==> config.mk <==
export PLATFORM = sky130hd
export DESIGN_NAME = if_fetch_unit_flat
export DESIGN_NICKNAME = d
export VERILOG_FILES = /design/src/rtl/if_fetch_unit_if.sv /design/src/rtl/if_fetch_unit.sv /design/src/flat_wrapper.sv
export SDC_FILE = /design/constraint.sdc
export NUM_CORES = 1
export LEC_CHECK = 0
export CORE_MARGIN = 10
export CORE_UTILIZATION = 54
export CTS_CLUSTER_DIAMETER = 120
export DETAILED_ROUTE_END_ITERATION = 10
export GPL_ROUTABILITY_DRIVEN = 0
export PLACE_DENSITY = 0.8
export SETUP_SLACK_MARGIN = 0.3
export SLEW_MARGIN = 20
export SYNTH_ARGS = -nofsm -noshare
export SYNTH_HDL_FRONTEND = slang
export SYNTH_SLANG_ARGS = --single-unit
==> constraint.sdc <==
create_clock -name clock__i -period 9.05 [get_ports clock__i]
set_clock_uncertainty 0.2 [all_clocks]
set_input_delay 1.81 -clock clock__i [delete_from_list [all_inputs] [get_ports clock__i]]
set_output_delay 1.81 -clock clock__i [all_outputs]
set_load 0.01 [all_outputs]
==> src/rtl/if_fetch_unit_if.sv <==
// Instruction-memory fetch bus between the fetch stage and instruction memory.
//   imem_req__o    fetch request (fetch unit -> memory)
//   imem_addr__o   word-aligned fetch address, stable while a request waits for ack
//   imem_ack__i    response valid (memory -> fetch unit)
//   imem_rdata__i  instruction word, valid with imem_ack__i
// master = fetch unit, slave = instruction memory.
interface if_fetch_unit_if;
  logic        imem_req__o;
  logic [31:0] imem_addr__o;
  logic        imem_ack__i;
  logic [31:0] imem_rdata__i;

  modport master (output imem_req__o, output imem_addr__o,
                  input  imem_ack__i, input  imem_rdata__i);
  modport slave  (input  imem_req__o, input  imem_addr__o,
                  output imem_ack__i, output imem_rdata__i);
endinterface

==> src/rtl/if_fetch_unit.sv <==
// Instruction-fetch stage. Owns the PC, fetches over a req/ack memory bus and
// presents {PC+4, instr, valid} to the IF/ID register. A one-entry skid buffer
// absorbs a fetch that lands while the output slot is stalled; a redirect
// squashes presented/held data and any fetch still outstanding in memory.
// Ports:
//   clock__i, reset__i        clock, async active-high reset
//   stall__i                  output slot not consumed this cycle
//   redirect__i/redirect_pc__i taken branch/jump and its target (bits [1:0] ignored)
//   imem                      fetch bus (master side)
//   PC_4__o, instr__o, valid__o presented instruction, registered
module if_fetch_unit #(
  parameter logic [31:0] RESET_PC  = 32'h0000_0000,
  parameter logic [31:0] NOP_INSTR = 32'h0000_0000
) (
  input  logic                   clock__i,
  input  logic                   reset__i,
  input  logic                   stall__i,
  input  logic                   redirect__i,
  input  logic [31:0]            redirect_pc__i,
  if_fetch_unit_if.master        imem,
  output logic [31:0]            PC_4__o,
  output logic [31:0]            instr__o,
  output logic                   valid__o
);

  // REQ: request in flight at addr_q. FULL: skid holds a fetch, no request.
  // DROP: old request still outstanding, its data will be thrown away.
  typedef enum logic [1:0] {S_REQ, S_FULL, S_DROP} state_e;

  state_e      state_q, state_d;
  logic [31:0] pc_q, pc_d;        // next address to request
  logic [31:0] addr_q, addr_d;    // address of the request on the bus
  logic [31:0] pc4_q, pc4_d;
  logic [31:0] instr_q, instr_d;
  logic        valid_q, valid_d;
  logic [31:0] skid_instr_q, skid_instr_d;
  logic [31:0] skid_pc4_q, skid_pc4_d;

  logic        ack, consume;
  logic [31:0] tgt, pc_inc, addr_inc;

  assign ack      = imem.imem_ack__i;
  assign consume  = valid_q & ~stall__i;
  assign tgt      = {redirect_pc__i[31:2], 2'b00};
  assign pc_inc   = pc_q + 32'd4;
  assign addr_inc = addr_q + 32'd4;

  always_comb begin
    state_d      = state_q;
    pc_d         = pc_q;
    addr_d       = addr_q;
    pc4_d        = pc4_q;
    instr_d      = instr_q;
    valid_d      = valid_q;
    skid_instr_d = skid_instr_q;
    skid_pc4_d   = skid_pc4_q;

    if (redirect__i) begin
      // Skid occupancy is implied by FULL, so leaving FULL empties it.
      valid_d = 1'b0;
      instr_d = NOP_INSTR;
      pc_d    = tgt;
      case (state_q)
        S_REQ:   if (ack) addr_d = tgt;
                 else     state_d = S_DROP;
        S_FULL:  begin state_d = S_REQ; addr_d = tgt; end
        // An ack landing with the redirect retires the stale request, so the
        // next request can go straight to the new target.
        S_DROP:  if (ack) begin state_d = S_REQ; addr_d = tgt; end
        default: state_d = S_REQ;
      endcase
    end else begin
      if (consume) begin
        valid_d = 1'b0;
        instr_d = NOP_INSTR;
      end
      case (state_q)
        S_REQ: if (ack) begin
          pc_d   = pc_inc;
          addr_d = pc_inc;
          if (!valid_q || consume) begin
            instr_d = imem.imem_rdata__i;
            pc4_d   = addr_inc;
            valid_d = 1'b1;
          end else begin
            skid_instr_d = imem.imem_rdata__i;
            skid_pc4_d   = addr_inc;
            state_d      = S_FULL;
          end
        end
        S_FULL: if (consume) begin
          instr_d = skid_instr_q;
          pc4_d   = skid_pc4_q;
          valid_d = 1'b1;
          addr_d  = pc_q;
          state_d = S_REQ;
        end
        S_DROP: if (ack) begin
          addr_d  = pc_q;
          state_d = S_REQ;
        end
        default: state_d = S_REQ;
      endcase
    end
  end

  always_ff @(posedge clock__i or posedge reset__i) begin
    if (reset__i) begin
      state_q      <= S_REQ;
      pc_q         <= RESET_PC;
      addr_q       <= RESET_PC;
      pc4_q        <= 32'h0;
      instr_q      <= NOP_INSTR;
      valid_q      <= 1'b0;
      skid_instr_q <= NOP_INSTR;
      skid_pc4_q   <= 32'h0;
    end else begin
      state_q      <= state_d;
      pc_q         <= pc_d;
      addr_q       <= addr_d;
      pc4_q        <= pc4_d;
      instr_q      <= instr_d;
      valid_q      <= valid_d;
      skid_instr_q <= skid_instr_d;
      skid_pc4_q   <= skid_pc4_d;
    end
  end

  // Request gated by reset so memory sees it drop immediately.
  assign imem.imem_req__o  = ~reset__i & (state_q != S_FULL);
  assign imem.imem_addr__o = addr_q;
  assign PC_4__o           = pc4_q;
  assign instr__o          = instr_q;
  assign valid__o          = valid_q;

endmodule

==> src/flat_wrapper.sv <==
// flat-port wrapper written by rule: the top's interface ports become plain ports
module if_fetch_unit_flat 
#(
  parameter logic [31:0] RESET_PC  = 32'h0000_0000,
  parameter logic [31:0] NOP_INSTR = 32'h0000_0000
)
  (clock__i, reset__i, stall__i, redirect__i, redirect_pc__i, PC_4__o, instr__o, valid__o, imem_imem_req__o, imem_imem_addr__o, imem_imem_ack__i, imem_imem_rdata__i);
  if_fetch_unit_if imem_i ();
  input  logic clock__i;
  input  logic reset__i;
  input  logic stall__i;
  input  logic redirect__i;
  input  logic [31:0] redirect_pc__i;
  output logic [31:0] PC_4__o;
  output logic [31:0] instr__o;
  output logic valid__o;
  output wire logic [$bits(imem_i.imem_req__o)-1:0] imem_imem_req__o;
  output wire logic [$bits(imem_i.imem_addr__o)-1:0] imem_imem_addr__o;
  input wire logic [$bits(imem_i.imem_ack__i)-1:0] imem_imem_ack__i;
  input wire logic [$bits(imem_i.imem_rdata__i)-1:0] imem_imem_rdata__i;
  assign imem_imem_req__o = imem_i.imem_req__o;
  assign imem_imem_addr__o = imem_i.imem_addr__o;
  assign imem_i.imem_ack__i = imem_imem_ack__i;
  assign imem_i.imem_rdata__i = imem_imem_rdata__i;
  if_fetch_unit #(.RESET_PC(RESET_PC), .NOP_INSTR(NOP_INSTR)) u_core (.clock__i(clock__i), .reset__i(reset__i), .stall__i(stall__i), .redirect__i(redirect__i), .redirect_pc__i(redirect_pc__i), .imem(imem_i), .PC_4__o(PC_4__o), .instr__o(instr__o), .valid__o(valid__o));
endmodule
==> flow_summary_export.csv, run 1 <==
group,metric,value,unit
sta,grt_setup_unrepaired,"false",
synthesis,async_flop_share,100,%
routing,drt-pass1-iter-count,5,
critical_path,start_kind,"input port",
floorplan,rows,50,
cts,cts-root-buf,"clkbuf_16",
cts,holdBufCountCts,0,
floorplan,die_h,159,um
critical_path,path_delay_family,"buffers and inverters",
placement,hpwl,20000,um
global_routing,top_usage_layer,"met2",
finish,area.growth.synth_to_final,22.2,%
global_routing,use_met1,29.2,%
cts,clock_path_buffers,2,
sta,post-route-min-period,5000,ps
critical_path,max_stage_delay,550,ps
global_routing,grt_util_met2,36.0,%
finish,utilization,67.7,%
sta,hold_slack,276,ps
routing,initialDrtViolationCount,787,
finish,final_common_cell,"nand2_1",
synthesis,syn_area_per_cell,8.66,sq um
routing,route.detailed.drc,0,
critical_path,path_class,"in -> out",
finish,final_cell_area,12700,sq um
placement,post_dp_cell_area,12200,sq um
cts,cts_resized,0,
synthesis,synth_area,10400,sq um
routing,viasPerCell,5.91,
critical_path,critPathArrivalTime,2990,ps
global_routing,grt_pass1_wl,47500,um
pwr,power_frac_clock,19.2,%
routing,wl,29300,um
job,drv_cap,0,
finish,nets,1385,
critical_path,path_cells,"clkdlybuf4s50_1 > nor2_1 > clkdlybuf4s50_1",
sta,fin_tns_setup,0,ps
global_routing,grt_use_met3,4.85,%
cts,clkSinkCount,190,
synthesis,yosysSeqAreaShare,45.6,%
pwr,p_leak,5.41,nW
sta,timing.final.crit_share,55.2,%
synthesis,synth_cell_types,64,
floorplan,fp.dieArea,25300,sq um
global_routing,grt.overflow.total,0,
critical_path,slowest_stage,"clkdlybuf4s50_1",
cts,clkTransAtPathRegs,60,ps
floorplan,ios,167,
critical_path,critPathBufInv,2,
cts,numCtsBuffers,17,
finish,n_antenna_cell,0,
critical_path,cpMostUsedCell,"clkdlybuf4s50_1",
pwr,p_sw,1.63,mW
synthesis,synth-main-ff-cell,"dfrtp_1",
sta,maxSlewHeadroom,37.5,%
sta,finalSetupViolations,0,
routing,avgRoutedWirePerCell,18.5,um
min_path,hold_path.class,"reg -> reg",
sta,max_slew.worst_pin.slew,937,ps
synthesis,yosys_warnings,0,
global_routing,grt_max_degree,117,
finish,fillers,1505,
pwr,comb_power_share,44.2,%
cts,clock_latency,440,ps
routing,postRouteAntennaNets,0,
sta,maxSlewViolCount,0,
pwr,power_density,314,nW/um^2
sta,fmax,200,MHz
cts,h-tree-depth,4,
floorplan,initial_core_util,55.4,%
run_status,status,"completed",
floorplan,die_x,159,um
pwr,intPower,2.38,mW
finish,layout_common_cells,"nand2_1, dfrtp_1, clkdlybuf4s50_1, o21ai_0, nand3_1",
pwr,p_sw_share,40.7,%
placement,port-buffer-count,164,
global_routing,grt_pass1_vias,8936,
synthesis,netlist_instances,1205,
pwr,peakVddDrop,0.182,mV
pwr,total_power,4.01,mW
global_routing,antenna_found_initial,0,
critical_path,cp.required,7040,ps
critical_path,crit_fanout,2,
floorplan,core-area,18800,sq um
cts,cts_setup_buffers,0,
critical_path,end_kind,"primary output",
synthesis,synth_nets,1280,
pwr,seqPwrFrac,36.6,%
synthesis,synth_edf_count,0,
routing,vias,9355,
global_routing,grtUsageTotal,22.5,%
finish,drive_above_1_share,6.80,%
synthesis,synth-seq-cells,190,
cts,cts_tree,"built",
sta,finalHoldViolCount,0,
[worst register-to-register path: stages (launching register included)]
cell	delay, ps
dfrtp_1	400
inv_1	120
ha_2	510
buf_4	580
inv_1	430
o32a_1	480
nor2_1	100
buf_4	270
nand2_1	450
o211ai_1	350
[flip-flops by register name, indices dropped and copies added (netlist names)]
register and count:
u_core.state_q 2, u_core.skid_pc4_q 31, u_core.valid__o 1, u_core.imem.imem_addr__o 31
u_core.PC_4__o 31, u_core.skid_instr_q 32, u_core.pc_q 30, u_core.instr__o 32
[metal layers]
metal	part of all wire [%]	vias to the layer above	routed length, um
met5	0	-	0
met4	2.7	0	799
met3	7.2	55	2110
met2	48	386	14000
met1	42	4503	12400
li1	-	4411	-
[cell type report]
cell class | instances | area (sq um) | area share [%]
multi-input cells | 902 | 5250 | 41.1
well taps | 260 | 325 | 2.55
flip-flops and latches | 190 | 4750 | 37.3
clock buffers | 19 | 443 | 3.47
repair buffers | 178 | 1740 | 13.7
clock inverters | 13 | 153 | 1.20
inverters | 21 | 86.3 | 0.677
[Yosys cell counts, types with 12 or more instances]
| cell type | number | area share (%) |
|---|---|---|
| mux2i_1 | 17 | 1.6 |
| nor3_1 | 19 | 0.91 |
| a221oi_1 | 33 | 2.8 |
| clkbuf_1 | 68 | 2.4 |
| xnor2_1 | 36 | 3.0 |
| nand4_1 | 21 | 1.3 |
| mux2_2 | 12 | 1.3 |
| o211ai_1 | 15 | 1.1 |
| a211oi_1 | 40 | 2.9 |
| a21oi_1 | 24 | 1.2 |
| o21ai_0 | 95 | 4.6 |
| nor4_1 | 12 | 0.72 |
| nand2_1 | 330 | 12 |
| xor2_1 | 39 | 3.3 |
| inv_1 | 21 | 0.76 |
| dfrtp_1 | 190 | 46 |
| nor2_1 | 51 | 1.8 |
| nand3_1 | 51 | 2.4 |
[worst paths after layout]
check	from	end	slack, ps	depth (start not counted)
max in group asynchronous	reset__i	u_core.PC_4__o[23]	5400	3
min	u_core.skid_pc4_q[13]	u_core.skid_pc4_q[13]	280	2
max reg2reg	u_core.state_q[1]	u_core.PC_4__o[23]	5070	9
min reg2reg	u_core.skid_pc4_q[13]	u_core.skid_pc4_q[13]	280	2
min in group asynchronous	reset__i	u_core.PC_4__o[21]	1770	2
max	reset__i	imem_imem_req__o	4050	3
[logic make-up (layout without fill, tap and decap cells)]
family | after synthesis | after routing | synth area share (%)
flops | 190 | 190 | 45.6
xor+xnor | 75 | 75 | 6.29
mux | 29 | 29 | 2.93
fa+ha+maj | 6 | 6 | 0.719
buf+inv | 113 | 231 | 4.46
simple gates | 537 | 537 | 23.9
compound gates | 255 | 255 | 16.1
[metrics by stage]
step,cells,worst slack [ps]
after global placement,1551,4050
after detailed placement,1551,4040
after floorplan,1205,1870
final,1583,4050
after global routing,1583,4010
after CTS,1583,4030
[power groups by stage]
stage	Sequential (mW)	Combinational, mW	Clock [mW]
3_5_place_dp	1.47	1.77	0
2_1_floorplan	1.48	1.00	0
3_3_place_gp	1.46	1.72	0
4_1_cts	1.46	1.78	0.774
5_1_grt	1.51	1.95	0.811
6_report	1.47	1.77	0.768
No activity file was read; power rests on OpenSTA's default activity.
==> run 2: changes to the inputs <==
CORE_UTILIZATION = 49   (was 54)
PLACE_DENSITY = 0.77   (was 0.8)
clock period = 4.5 ns   (was 9.05 ns; I/O delays follow)
==> run 2 against run 1 <==
Global-route usage shrank 1.5 points. Via count shrank 0.97%. First-iteration DRC count grew 0.13%. Largest cell class unchanged.
==> flow_summary_export.csv, run 2 (synthesis gave the netlist of run 1 again) <==
group,metric,value,unit
pwr,power_density,627,nW/um^2
pwr,intPower,4.73,mW
sta,finalHoldViolCount,0,
finish,seqCellArea,4750,sq um
floorplan,fp.dieArea,27500,sq um
cts,holdBufCountCts,0,
global_routing,antenna_found_initial,2,
finish,final_cell_area,12900,sq um
pwr,p_leak,5.47,nW
critical_path,crit_fanout,2,
run_status,status,"completed",
cts,clock_path_buffers,2,
placement,port-buffer-count,164,
global_routing,grt_max_degree,93,
critical_path,slowest_stage,"clkdlybuf4s50_1",
critical_path,end_kind,"primary output",
routing,drt-pass1-iter-count,5,
routing,initialDrtViolationCount,788,
finish,utilization,61.2,%
global_routing,grtUsageTotal,20.9,%
finish,fillers,1790,
cts,clkSinkCount,190,
pwr,peakVddDrop,0.309,mV
critical_path,max_stage_delay,550,ps
sta,fin_tns_setup,0,ps
routing,vias,9264,
cts,cts_setup_buffers,0,
sta,timing.final.crit_share,69.1,%
floorplan,die_x,166,um
cts,cts_resized,0,
critical_path,cp.required,3400,ps
pwr,comb_power_share,44.8,%
floorplan,initial_core_util,49.6,%
cts,cts-root-buf,"clkbuf_16",
floorplan,core-area,21000,sq um
floorplan,rows,53,
pwr,p_sw,3.34,mW
sta,post-route-min-period,3110,ps
placement,hpwl,20900,um
finish,finalNonFillerCells,1605,
sta,grt_setup_unrepaired,"false",
floorplan,ios,167,
routing,postRouteAntennaNets,0,
min_path,hold_path.class,"reg -> reg",
pwr,total_power,8.06,mW
global_routing,grt_pass1_wl,48400,um
placement,post_dp_cell_area,12300,sq um
cts,clock_latency,440,ps
job,drv_cap,0,
critical_path,critPathArrivalTime,2010,ps
finish,final_common_cell,"nand2_1",
finish,drive_above_1_share,7.23,%
routing,route.detailed.drc,0,
cts,numCtsBuffers,17,
finish,area.growth.synth_to_final,23.2,%
critical_path,path_cells,"clkdlybuf4s50_1 > nor2_1 > clkdlybuf4s50_1",
sta,maxSlewViolCount,0,
routing,avgRoutedWirePerCell,18.5,um
placement,place_inst,1571,
placement,pre_cts_ws,985,ps
finish,layout_common_cells,"nand2_1, dfrtp_1, clkdlybuf4s50_1, o21ai_0, nand3_1",
cts,h-tree-depth,4,
cts,cts_tree,"built",
routing,viasPerCell,5.77,
critical_path,start_kind,"input port",
sta,max_slew.worst_pin.slew,937,ps
sta,worst_slack,1390,ps
global_routing,grt_pass1_vias,9007,
critical_path,path_class,"in -> out",
floorplan,die_h,166,um
critical_path,cpMostUsedCell,"clkdlybuf4s50_1",
sta,maxSlewHeadroom,37.4,%
sta,finalSetupViolations,0,
pwr,power_frac_clock,18.7,%
pwr,seqPwrFrac,36.5,%
sta,fmax,322,MHz
cts,clkTransAtPathRegs,70,ps
routing,wl,29700,um
pwr,p_sw_share,41.4,%
sta,hold_slack,275,ps
finish,nets,1390,
global_routing,grt.overflow.total,0,
finish,multi_input_area,5250,sq um
-- run 2: cell types whose count changed in the layout (fill, tap and decap cells not counted), moves of 2 or more --
cell        previous run  this run
clkinv_4               1         4
clkinv_8               0         4
buf_12                 0         4
diode_2                0         2
inv_8                  2         6
clkinvlp_4             5         1
bufinv_16              2         0
inv_6                  4         0
-- run 2: worst paths after layout --
check	from	slack, ps	cells past startpoint	endpoint
min in group asynchronous	reset__i	560	2	u_core.PC_4__o[22]
hold / removal	u_core.skid_pc4_q[13]	270	2	u_core.skid_pc4_q[13]
max in group asynchronous	reset__i	2780	3	u_core.valid__o
hold reg to reg	u_core.skid_pc4_q[13]	270	2	u_core.skid_pc4_q[13]
setup / recovery	reset__i	1390	3	imem_imem_req__o
setup reg to reg	u_core.state_q[0]	1400	7	u_core.imem.imem_addr__o[31]
-- run 2: layer usage --
layer	share of wire (%)	wire length (um)	vias to the layer above	global-route usage [%]
met5	0	0	-	0
met4	2.7	790	0	7.40
met3	6.3	1860	55	3.88
met2	47	13900	348	32.9
met1	44	13200	4434	28.2
li1	-	-	4427	-
-- run 2: area by class of cell --
class | instances | share of cell area, %
antenna | 2 | 0.0389
clock buffer | 17 | 3.31
clock inverter | 15 | 1.34
inverter | 21 | 0.642
multi-input combinational | 902 | 40.8
sequential | 190 | 37.0
tap | 275 | 2.68
timing repair buffer | 183 | 14.2
-- run 2: critical path, delay by kind of cell --
kind                   cells  cell delay [ps]
AND/OR/NAND/NOR            1              100
buffers and inverters      2             1010
-- run 2: power groups by stage --
| stage | Sequential, mW | Clock (mW) | Combinational [mW] |
|---|---|---|---|
| CTS | 2.94 | 1.54 | 3.63 |
| finish | 2.95 | 1.51 | 3.61 |
| global placement | 2.94 | 0 | 3.51 |
| detailed placement | 2.97 | 0 | 3.62 |
| floorplan | 2.97 | 0 | 2.02 |
| global route | 3.03 | 1.60 | 3.98 |
==> run 3: changes to the inputs <==
CORE_UTILIZATION = 54   (was 49)
PLACE_DENSITY = 0.8   (was 0.77)
clock period = 3.22 ns   (was 4.5 ns; I/O delays follow)
==> run 3 against run 2 <==
Clock-buffer cell count up 1. Sequential power rose by 40%. Non-clock buffer count grew 17. Clock power increased by 39%. Worst hold slack got worse by 10 ps. Cell count about the same. Die area shrank 8.2%. Cell area increased by 0.69%. Worst setup slack got worse by 900 ps. Critical path type is now reg -> reg. Critical endpoint is now u_core.imem.imem_addr__o[30].
==> flow_summary_export.csv, run 3 (synthesis gave the netlist of run 1 again) <==
group,metric,value,unit
run_status,status,"completed",
global_routing,grt.overflow.total,0,
routing,vias,9455,
routing,viasPerCell,5.89,
pwr,total_power,11.4,mW
routing,drt-pass1-iter-count,5,
critical_path,cpMostUsedCell,"inv_1",
critical_path,path_delay_family,"compound AO/OA/AOI/OAI gates",
routing,initialDrtViolationCount,770,
cts,numCtsBuffers,17,
routing,avgRoutedWirePerCell,18.5,um
cts,cts_tree,"built",
routing,postRouteAntennaNets,0,
cts,cts_resized,0,
critical_path,critPathArrivalTime,2840,ps
cts,clock_latency,440,ps
floorplan,core-area,18800,sq um
finish,area.growth.synth_to_final,24.1,%
global_routing,grtUsageTotal,22.8,%
floorplan,die_h,159,um
sta,fin_tns_setup,0,ps
sta,worst_slack,496,ps
cts,holdBufCountCts,0,
placement,port-buffer-count,164,
sta,fmax,367,MHz
critical_path,cp.required,3340,ps
critical_path,r2r_slack,500,ps
finish,nets,1407,
cts,clock_path_buffers,2,
critical_path,path_class,"reg -> reg",
sta,post-route-min-period,2720,ps
routing,route.detailed.drc,0,
cts,clkSinkCount,190,
floorplan,initial_core_util,55.4,%
pwr,power_density,879,nW/um^2
sta,maxSlewHeadroom,53.1,%
critical_path,crit_fanout,22,
sta,timing.final.crit_share,84.6,%
critical_path,slowest_stage,"ha_1",
global_routing,grt_pass1_wl,48200,um
sta,maxSlewViolCount,0,
min_path,hold_path.class,"reg -> reg",
global_routing,grt_max_degree,112,
cts,clkTransAtPathRegs,70,ps
critical_path,max_stage_delay,450,ps
critical_path,path_cells,"inv_1 > ha_1 > inv_1 > o32ai_1 > a211o_1 > buf_4 > nor2_1 > a221o_1",
floorplan,rows,50,
sta,max_slew.worst_pin.slew,703,ps
pwr,p_leak,5.53,nW
floorplan,fp.dieArea,25300,sq um
floorplan,die_x,159,um
critical_path,critPathBufInv,3,
cts,cts_setup_buffers,0,
global_routing,grt_pass1_vias,9206,
finish,drive_above_1_share,8.33,%
floorplan,ios,167,
placement,hpwl,20700,um
routing,wl,29700,um
global_routing,antenna_found_initial,1,
finish,layout_common_cells,"nand2_1, dfrtp_1, clkdlybuf4s50_1, o21ai_0, nand3_1",
finish,final_common_cell,"nand2_1",
sta,grt_setup_unrepaired,"false",
critical_path,start_kind,"flop",
cts,cts-root-buf,"clkbuf_16",
sta,finalHoldViolCount,0,
sta,finalSetupViolations,0,
critical_path,end_kind,"flop",
placement,pre_cts_ws,231,ps
pwr,peakVddDrop,0.597,mV
cts,h-tree-depth,4,
job,drv_cap,0,
==> run 3: cell count changes in the layout (fill, tap and decap cells not counted), moves of 2 or more <==
cell        delta
buf_4         +17
clkinv_4       -2
clkinv_8       -3
clkinvlp_4     +4
inv_6          +4
inv_8          -4
==> run 3: per-layer routing <==
| layer | track usage [%] | vias up | wire length, um |
|---|---|---|---|
| met1 | 29.9 | 4556 | 12700 |
| li1 | - | 4446 | - |
| met5 | 0 | - | 0 |
| met4 | 7.46 | 0 | 687 |
| met2 | 37.5 | 398 | 14400 |
| met3 | 4.21 | 55 | 1960 |
==> run 3: path summary, 6_finish.rpt <==
path | start | endpoint | cells after the start
worst min register to register | u_core.PC_4__o[20] | u_core.PC_4__o[20] | 2
max in group asynchronous | reset__i | u_core.pc_q[4] | 3
worst max-delay path | u_core.state_q[0] | u_core.imem.imem_addr__o[30] | 8
worst max register to register | u_core.state_q[0] | u_core.imem.imem_addr__o[30] | 8
min in group asynchronous | reset__i | u_core.PC_4__o[16] | 3
worst min-delay path | u_core.PC_4__o[20] | u_core.PC_4__o[20] | 2
==> run 3: metrics by stage <==
step                      hold WS [ps]  area [sq um]  std cells  utilization, %
after floorplan                    240         10400       1205               -
final                              265         12900       1606            68.8
after detailed placement           256         12400       1573            65.7
after global placement             251         12400       1573            65.7
after CTS                          272         12900       1605            68.8
after global routing               297         12900       1606            68.8
==> run 3: where the power goes <==
| part | switching (mW) | internal, mW |
|---|---|---|
| clock | 1.00 | 1.10 |
| combinational | 2.81 | 2.34 |
| sequential | 0.862 | 3.27 |
| total | 4.68 | 6.71 |
==> run 3: worst register-to-register path, cell delays in order (launching register included) <==
cell and delay, ps:
dfrtp_1 420, inv_1 120, ha_1 450, inv_1 190, o32ai_1 360, a211o_1 250, buf_4 280, nor2_1 90
a221o_1 260
==> run 3: cell type report <==
type                            count  area, sq um
Timing Repair Buffer              200         1960
Fill cell                        1500         5880
Clock buffer                       18          429
Antenna cell                        1         2.50
Inverter                           21         82.6
Sequential cell                   190         4750
Clock inverter                     14          151
Tap cell                          260          325
Multi-Input combinational cell    902         5250
